`src/rtl/instruction_mem_loader_pkg.sv`:
```
// Shared definitions for the instruction memory boot loader: default widths,
// memory capacity and the loader state encoding.
package instruction_mem_loader_pkg;

    localparam int DEF_ADDR_WIDTH = 32;
    localparam int DEF_DATA_WIDTH = 32;
    localparam int DEF_MEM_SIZE   = 1024;

    typedef enum logic [2:0] {
        ST_IDLE = 3'd0,
        ST_LEN  = 3'd1,
        ST_DATA = 3'd2,
        ST_CHK  = 3'd3,
        ST_DONE = 3'd4,
        ST_ERR  = 3'd5
    } loader_state_t;

    // The byte link is only open while a header, data or check byte is expected.
    function automatic logic state_accepts_bytes(input loader_state_t s);
        return (s == ST_LEN) || (s == ST_DATA) || (s == ST_CHK);
    endfunction

endpackage

```
`src/rtl/instruction_mem_loader_byte_word_packer.sv`:
```
// byte_word_packer: collects little-endian bytes into 32-bit words.
// The fully assembled word is also exposed combinationally during the 4th
// byte so the loader can decode the length header without an extra cycle.
module byte_word_packer (
    input  logic        clk,
    input  logic        rst,
    input  logic        clear,
    input  logic [7:0]  byte_in,
    input  logic        byte_valid,
    input  logic        emit,
    output logic [1:0]  byte_cnt,
    output logic [31:0] assembled,
    output logic [31:0] word_out,
    output logic        word_valid
);

    logic [23:0] shift_q;
    logic [1:0]  cnt_q;

    assign byte_cnt  = cnt_q;
    assign assembled = {byte_in, shift_q};

    // Shift bytes in from the top so byte 0 ends up in the lowest lane; latch
    // the word and pulse word_valid when the 4th byte arrives and emit is set.
    always_ff @(posedge clk) begin
        if (rst) begin
            shift_q    <= '0;
            cnt_q      <= '0;
            word_out   <= '0;
            word_valid <= 1'b0;
        end else begin
            word_valid <= 1'b0;
            if (clear) begin
                shift_q <= '0;
                cnt_q   <= '0;
            end else if (byte_valid) begin
                shift_q <= {byte_in, shift_q[23:8]};
                cnt_q   <= cnt_q + 2'd1;
                if ((cnt_q == 2'd3) && emit) begin
                    word_out   <= assembled;
                    word_valid <= 1'b1;
                end
            end
        end
    end

endmodule

```
`src/rtl/instruction_mem_loader.sv`:
```
// instruction_mem_loader: boot-time writer for the instruction store.
// Stream format: 4-byte little-endian word count N, then 4*N data bytes.
// Optional feature macro LOADER_CHECKSUM_EN adds a trailing modulo-256 sum
// byte over the data bytes; a mismatch sends the loader to the error state.
module instruction_mem_loader
    import instruction_mem_loader_pkg::*;
#(
    parameter int ADDR_WIDTH_32        = DEF_ADDR_WIDTH,
    parameter int DATA_WIDTH_32        = DEF_DATA_WIDTH,
    parameter int INSTRUCTION_MEM_SIZE = DEF_MEM_SIZE
) (
    input  logic                     clk,
    input  logic                     rst,
    input  logic                     start,
    input  logic [7:0]               in_data,
    input  logic                     in_valid,
    output logic                     in_ready,
    output logic                     wr_en,
    output logic [ADDR_WIDTH_32-1:0] wr_addr,
    output logic [DATA_WIDTH_32-1:0] wr_data,
    output logic                     core_hold,
    output logic                     done,
    output logic                     error
);

    localparam int WC = $clog2(INSTRUCTION_MEM_SIZE) + 1;

`ifdef LOADER_CHECKSUM_EN
    localparam loader_state_t AFTER_DATA = ST_CHK;
`else
    localparam loader_state_t AFTER_DATA = ST_DONE;
`endif

    loader_state_t          state_q, state_d;
    logic [WC-1:0]          word_cnt_q;
    logic [WC-1:0]          len_q;
    logic [ADDR_WIDTH_32-1:0] wr_addr_q;

    logic        accept;
    logic        word_last_byte;
    logic        load_start;
    logic [1:0]  byte_cnt;
    logic [31:0] assembled;
    logic [31:0] pk_word;
    logic        pk_valid;

    assign in_ready       = state_accepts_bytes(state_q);
    assign accept         = in_valid && in_ready;
    assign word_last_byte = accept && (byte_cnt == 2'd3);
    assign load_start     = start && ((state_q == ST_IDLE) || (state_q == ST_DONE) || (state_q == ST_ERR));

    byte_word_packer u_packer (
        .clk        (clk),
        .rst        (rst),
        .clear      (load_start),
        .byte_in    (in_data),
        .byte_valid (accept),
        .emit       (state_q == ST_DATA),
        .byte_cnt   (byte_cnt),
        .assembled  (assembled),
        .word_out   (pk_word),
        .word_valid (pk_valid)
    );

`ifdef LOADER_CHECKSUM_EN
    logic [7:0] sum_q;

    // Running modulo-256 sum of data bytes only; restarts with every load.
    always_ff @(posedge clk) begin
        if (rst) begin
            sum_q <= '0;
        end else if (load_start) begin
            sum_q <= '0;
        end else if ((state_q == ST_DATA) && accept) begin
            sum_q <= sum_q + in_data;
        end
    end
`endif

    // State register.
    always_ff @(posedge clk) begin
        if (rst) begin
            state_q <= ST_IDLE;
        end else begin
            state_q <= state_d;
        end
    end

    // Next-state decode; the header is judged on the cycle its 4th byte arrives.
    always_comb begin
        state_d = state_q;
        case (state_q)
            ST_IDLE, ST_DONE, ST_ERR: begin
                if (start) begin
                    state_d = ST_LEN;
                end
            end
            ST_LEN: begin
                if (word_last_byte) begin
                    if (assembled == 32'd0) begin
                        state_d = AFTER_DATA;
                    end else if (assembled > 32'(INSTRUCTION_MEM_SIZE)) begin
                        state_d = ST_ERR;
                    end else begin
                        state_d = ST_DATA;
                    end
                end
            end
            ST_DATA: begin
                if (word_last_byte && ((word_cnt_q + WC'(1)) == len_q)) begin
                    state_d = AFTER_DATA;
                end
            end
`ifdef LOADER_CHECKSUM_EN
            ST_CHK: begin
                if (accept) begin
                    state_d = (in_data == sum_q) ? ST_DONE : ST_ERR;
                end
            end
`endif
            default: begin
                state_d = ST_IDLE;
            end
        endcase
    end

    // Word count, length and write address; the address is taken from the
    // word index at the 4th byte so it lines up with the packer's write pulse.
    always_ff @(posedge clk) begin
        if (rst) begin
            word_cnt_q <= '0;
            len_q      <= '0;
            wr_addr_q  <= '0;
        end else if (load_start) begin
            word_cnt_q <= '0;
            len_q      <= '0;
        end else begin
            if ((state_q == ST_LEN) && word_last_byte) begin
                len_q <= assembled[WC-1:0];
            end
            if ((state_q == ST_DATA) && word_last_byte) begin
                wr_addr_q  <= ADDR_WIDTH_32'(word_cnt_q) << 2;
                word_cnt_q <= word_cnt_q + WC'(1);
            end
        end
    end

    assign wr_en     = pk_valid;
    assign wr_addr   = wr_addr_q;
    assign wr_data   = pk_word;
    assign core_hold = (state_q != ST_DONE);
    assign done      = (state_q == ST_DONE);
    assign error     = (state_q == ST_ERR);

endmodule

```
`config.mk`:
```
export PLATFORM = sky130hd
export DESIGN_NAME = instruction_mem_loader
export DESIGN_NICKNAME = d
export VERILOG_FILES = /design/src/rtl/instruction_mem_loader_pkg.sv /design/src/rtl/instruction_mem_loader_byte_word_packer.sv /design/src/rtl/instruction_mem_loader.sv
export SDC_FILE = /design/constraint.sdc
export NUM_CORES = 1
export LEC_CHECK = 0
export ABC_AREA = 1
export CORE_MARGIN = 2
export CORE_UTILIZATION = 51
export DETAILED_ROUTE_END_ITERATION = 7
export PLACE_DENSITY = 0.79
export SLEW_MARGIN = 20
export SYNTH_ARGS = -nofsm -noshare
export SYNTH_HDL_FRONTEND = slang
export SYNTH_SLANG_ARGS = --single-unit
export TNS_END_PERCENT = 30
```
`constraint.sdc`:
```
create_clock -name clk -period 2.25 [get_ports clk]
set_clock_uncertainty 0.05 [all_clocks]
set_input_delay 0.45 -clock clk [delete_from_list [all_inputs] [get_ports clk]]
set_output_delay 0.45 -clock clk [all_outputs]
set_load 0.01 [all_outputs]
```
# [Yosys cells after proc, flatten, opt, wreduce, memory -nomap -nowiden]
# Cells that the tools add are included.
[word_totals] ff_bits=95 in_bits=12 output_inout_bits=69 wordCells=50
[classes] add_sub_neg=2 order_cmp=1 eq_ne=11 mux=7 bitwise=2 n_reduce_logical=19
[ops] cell="greater-than comparator 32 x 11 -> 1 bit (second input constant)" n=1
[ops] cell="logical NOT 32 bit" n=1
[ops] cell="2-to-1 mux 3 bit" n=5
[ops] cell="adder 11 x 1 -> 11 bit (second input constant)" n=1
[ops] cell="equality test 11 bit" n=1
[ops] cell="one-hot mux 3 bit (3 select lines)" n=1
[ops] cell="logical AND 1 bit" n=7
[ops] cell="equality test 3 x 2 -> 1 bit (second input constant)" n=2
[ops] cell="equality test 3 bit (second input constant)" n=2
[ops] cell="!= test 2 bit (second input constant)" n=3
[ops] cell="AND reduction 3 bit" n=2
[ops] cell="OR reduction 3 bit" n=2
[ops] cell="logical OR 1 bit" n=4
[ops] cell="equality test 3 x 1 -> 1 bit (second input constant)" n=1
[ops] cell="logical NOT 3 bit" n=1
[ops] cell="!= test 3 bit (second input constant)" n=1
[ops] cell="adder 2 x 1 -> 2 bit (second input constant)" n=1
[ops] cell="equality test 2 bit (second input constant)" n=1
[ops] cell="NOT 1 bit" n=2
[ops] cell="AND reduction 2 bit" n=1
[ops] cell="OR reduction 2 bit" n=1
[ops] cell="2-to-1 mux 1 bit" n=1

# [Depth between registers and ports, before layout]
# Gate-level depths: netlist (run 1).
[logic_depth] depth_word=8 mapped_depth=16 ltp_nobuf=16

# [Hierarchy]
# A second synthesis (run 1) with hierarchy kept.
[hier_totals] cells_unflattened=625 hier_area_um2=4536.9
[by_module_without_submodules] mod="byte_word_packer" instances=1 cells_each=310 area_per_inst_um2=2384.8 seq_area_each_um2=1181.1
[by_module_without_submodules] mod="instruction_mem_loader" instances=1 cells_each=315 area_per_inst_um2=2152.1 seq_area_each_um2=720.7

# [Worst setup path after synthesis (run 1)]
# OpenSTA, ideal clock, no wires.
[synth_path] kind="reg-to-reg" startpoint="register word_cnt_q[0]" endpoint="register state_q[0]" setup_ps=113 arrival_time_ps=1519 t_required_ps=2087 slack_ps=568 stages_incl_launch_ff=15 n_path_buf=0 period_less_slack_ps=1682 path_cell_list="dfxtp_1 ha_1 nand3_1 nor2_1 nand3b_1 nand2_1 nand2_1 nand2_1 nand2_1 nor2_1 nand2_1 nand2_2 nand2_2 nor2_1 nor2_1"
[synth_between] elab_chain_cells=5
[synth_lines] item="start: declaration" line_no="instruction_mem_loader.sv:35" text="logic [WC-1:0] word_cnt_q;"
[synth_lines] item="start signal: assignment" line_no="instruction_mem_loader.sv:143" text="word_cnt_q <= word_cnt_q + WC'(1);"
[synth_lines] item="adder 11 x 1 -> 11 bit" line_no="instruction_mem_loader.sv:110" text="if (word_last_byte && ((word_cnt_q + WC'(1)) == len_q)) begin"
[synth_lines] item="equality test 11 bit" line_no="instruction_mem_loader.sv:110"
[synth_lines] item="logical AND 1 bit" line_no="instruction_mem_loader.sv:110"
[synth_lines] item="!= test 2 bit (no line)"
[synth_lines] item="AND reduction 3 bit (no line)"
[synth_lines] item="end signal: assignment" line_no="instruction_mem_loader.sv:85" text="state_q <= state_d;"
[synth_lines] item="end: declaration" line_no="instruction_mem_loader.sv:34" text="loader_state_t state_q, state_d;"
# Every way passes these cells.
# A chain may end at the register's enable or synchronous reset.

# [Final worst setup path (run 1)]
[layout_path] startpoint="register state_q[1]" endpoint="output done"
[layout_between] elab_chain_cells=1
[layout_lines] item="equality test 3 bit" line_no="instruction_mem_loader.sv:152" text="assign done = (state_q == ST_DONE);"
[layout_lines] item="end: declaration" line_no="instruction_mem_loader.sv:22" text="output logic done,"
# Every way passes these cells.

==> results of run 1 <==
[flip-flops by register name, summed over array words and instances, names as in the netlist]
name / flops
len_q: 11
state_q: 3
u_packer.byte_cnt: 2
u_packer.shift_q: 24
u_packer.word_out: 32
u_packer.word_valid: 1
word_cnt_q: 11
wr_addr: 11
[final cells by class]
class	count	area, um^2
tap	102	128
sequential	95	1900
inverter	57	214
timing repair buffer	67	663
clock inverter	7	71.3
multi-input combinational	359	1750
clock buffer	9	124
fill	712	2880
[per-layer routing]
layer	vias up	track usage [%]	wire [um]
met5	-	0	0
met4	0	8.21	175
met3	19	3.22	407
met2	112	38.5	4650
met1	1663	26.0	3760
li1	1840	-	-
[report_power, final]
group          switching, mW  internal (mW)
Sequential             0.100           1.81
Clock                  0.655          0.435
Combinational          0.605          0.312
[stage by stage]
step / setup slack [ns] / cell area (um^2)
floorplan: 0.568 / 4130
global placement: 0.302 / 4650
detailed placement: 0.232 / 4650
CTS: 0.0422 / 4850
global route: 0.00182 / 4850
finish: 0.0925 / 4850
[critical path, stage by stage, from the launching register on]
cell and delay, ns:
dfxtp_1 0.39, nor2_2 0.18, inv_1 0.06, nor2_1 0.12
clkdlybuf4s50_1 0.56
[synthesized netlist by cell type, types with 5 or more instances]
cell type / number
nor2_1: 61
dfxtp_1: 95
nand2_1: 47
nand3_1: 22
nand2_2: 8
buf_2: 12
clkbuf_1: 10
inv_2: 8
o21ai_1: 10
nand4_1: 5
o21ai_0: 79
inv_1: 49
buf_4: 22
a21oi_1: 78
[final timing paths]
check / slack [ns] / end / depth (start not counted)
worst max register to register: 0.24 / state_q[0]$_SDFFE_PP0P_ / 15
worst min register to register: 0.44 / u_packer.byte_cnt[1]$_SDFFE_PP0N_ / 2
worst max-delay path: 0.09 / done / 4
worst min-delay path: 0.44 / u_packer.byte_cnt[1]$_SDFFE_PP0N_ / 2
[logic make-up after synthesis]
logic type	count (synthesis)	synth area share, %
AO/OA/AOI/OAI	174	22.2
XOR/XNOR	2	0.432
adder cells (fa/ha/maj)	2	0.617
buffers and inverters	102	11.8
flip-flops	95	46.9
other	1	0.0925
AND/OR/NAND/NOR	160	17.9
==> impl_metrics.toml, run 1 <==
[finish]
final_cells = 696
mostFrequentLayoutCells = "dfxtp_1, o21ai_0, a21oi_1, nor2_1, clkdlybuf4s50_1"
antenna_cells = 0
final_core_util_pct = 62.8
drive_gt1_share_pct = 8.42
final_common_cell = "dfxtp_1"
nNetsFinal = 603
syn2layout_area_growth_pct = 19.6

[synth]
synth_edf_count = 0
ys_top_cells_by_area = "dfxtp_1, o21ai_0, a21oi_1, nor2_1, inv_1"
synth_top_cell_area_share_pct = 46.9
synth_area_mm2 = 0.00406
ys_types = 31
synth_flop_cell = "dfxtp_1"
yosys_warnings = 0
syn_area_per_cell_um2 = 7.57
syn_inst = 536
synth-seq-cells = 95
yosysSeqAreaShare_pct = 46.9
synth_top_cell_by_area = "dfxtp_1"
async_flop_share_pct = 0

[cts]
clock-sinks = 95
insertion_delay_ns = 0.37
cts_tree = "yes"
h-tree-depth = 3
post_cts_buffers = 0
cts_hold_buf = 0
root_buffer = "clkbuf_8"
numCtsBuffers = 9
clk_path_buf_depth = 2
cts_resized = 0
path_clk_slew_ns = 0.09

[placement]
port_buffers = 59
place.gp.congestion = 0.868
dp_hpwl_um = 6450
dp.cells = 680

[die]
start_util_pct = 52.5
ios = 81
rows = 32
die_width_um = 93.2
die_area_mm2 = 0.00868
coreArea_mm2 = 0.00773
die_y_um = 93.2

[timing]
timing.fmax_mhz = 464
setup_viol = 0
fin_tns_setup_ns = 0
period_minus_slack_ns = 2.16
rsz0062_at_grt = "false"
hold_ws_ns = 0.438
maxSlewViolCount = 0
finalHoldViolations = 0
period_share_pct = 95.9

[worst_setup_path]
cp_max_fo = 7
worstSetupStartpointType = "flop"
reg2reg_from = "word_cnt_q[1]$_SDFFE_PP0P_"
path_class = "reg2out"
crit_start = "state_q[1]$_SDFFE_PP0P_"
worstPathRequired_ns = 1.75
arrival_ns = 1.66
cp-end-kind = "output pin"

[routing]
drc = 0
wl_per_cell_um = 12.9
first_iter_violations = 157
vias = 3634
ant_nets = 0
via_per_inst = 5.22
first_pass_iters = 4
wl_um = 9000

[global_routing]
gr-total-overflow = 0
antenna_found_initial = 0
grt_max_degree = 63
grt_pass1_wl_um = 15100
track_usage_pct = 21.5
grt_pass1_vias = 3311

[min_path]
hp-class = "reg2reg"
hold_start = "u_packer.byte_cnt[1]$_SDFFE_PP0N_"

[power]
ir_worst_vdd_v = 0.000408
total_power_mw = 3.91
p_per_area_mw_per_mm2 = 807
leakage_nw = 1.93

[outcome]
outcome = "finished clean"

[job]
max_cap_viol_count = 0
Power figures use the tool's default switching activity.
==> run 2, diff against run 1 <==
--- a/config.mk
+++ b/config.mk
@@ -6,6 +6,7 @@
 export NUM_CORES = 1
 export LEC_CHECK = 0
 export ABC_AREA = 1
+export CAP_MARGIN = 30
 export CORE_MARGIN = 2
 export CORE_UTILIZATION = 51
 export DETAILED_ROUTE_END_ITERATION = 7
==> results of run 2 <==
No change in the layout: final DEF, timing and power equal those of run 1.
==> run 3, diff against run 2 <==
--- a/config.mk
+++ b/config.mk
@@ -11,7 +11,7 @@
 export CORE_UTILIZATION = 51
 export DETAILED_ROUTE_END_ITERATION = 7
 export PLACE_DENSITY = 0.79
-export SLEW_MARGIN = 20
+export SLEW_MARGIN = 0
 export SYNTH_ARGS = -nofsm -noshare
 export SYNTH_HDL_FRONTEND = slang
 export SYNTH_SLANG_ARGS = --single-unit
==> results of run 3 <==
No change in the layout: final DEF, timing and power equal those of run 1.
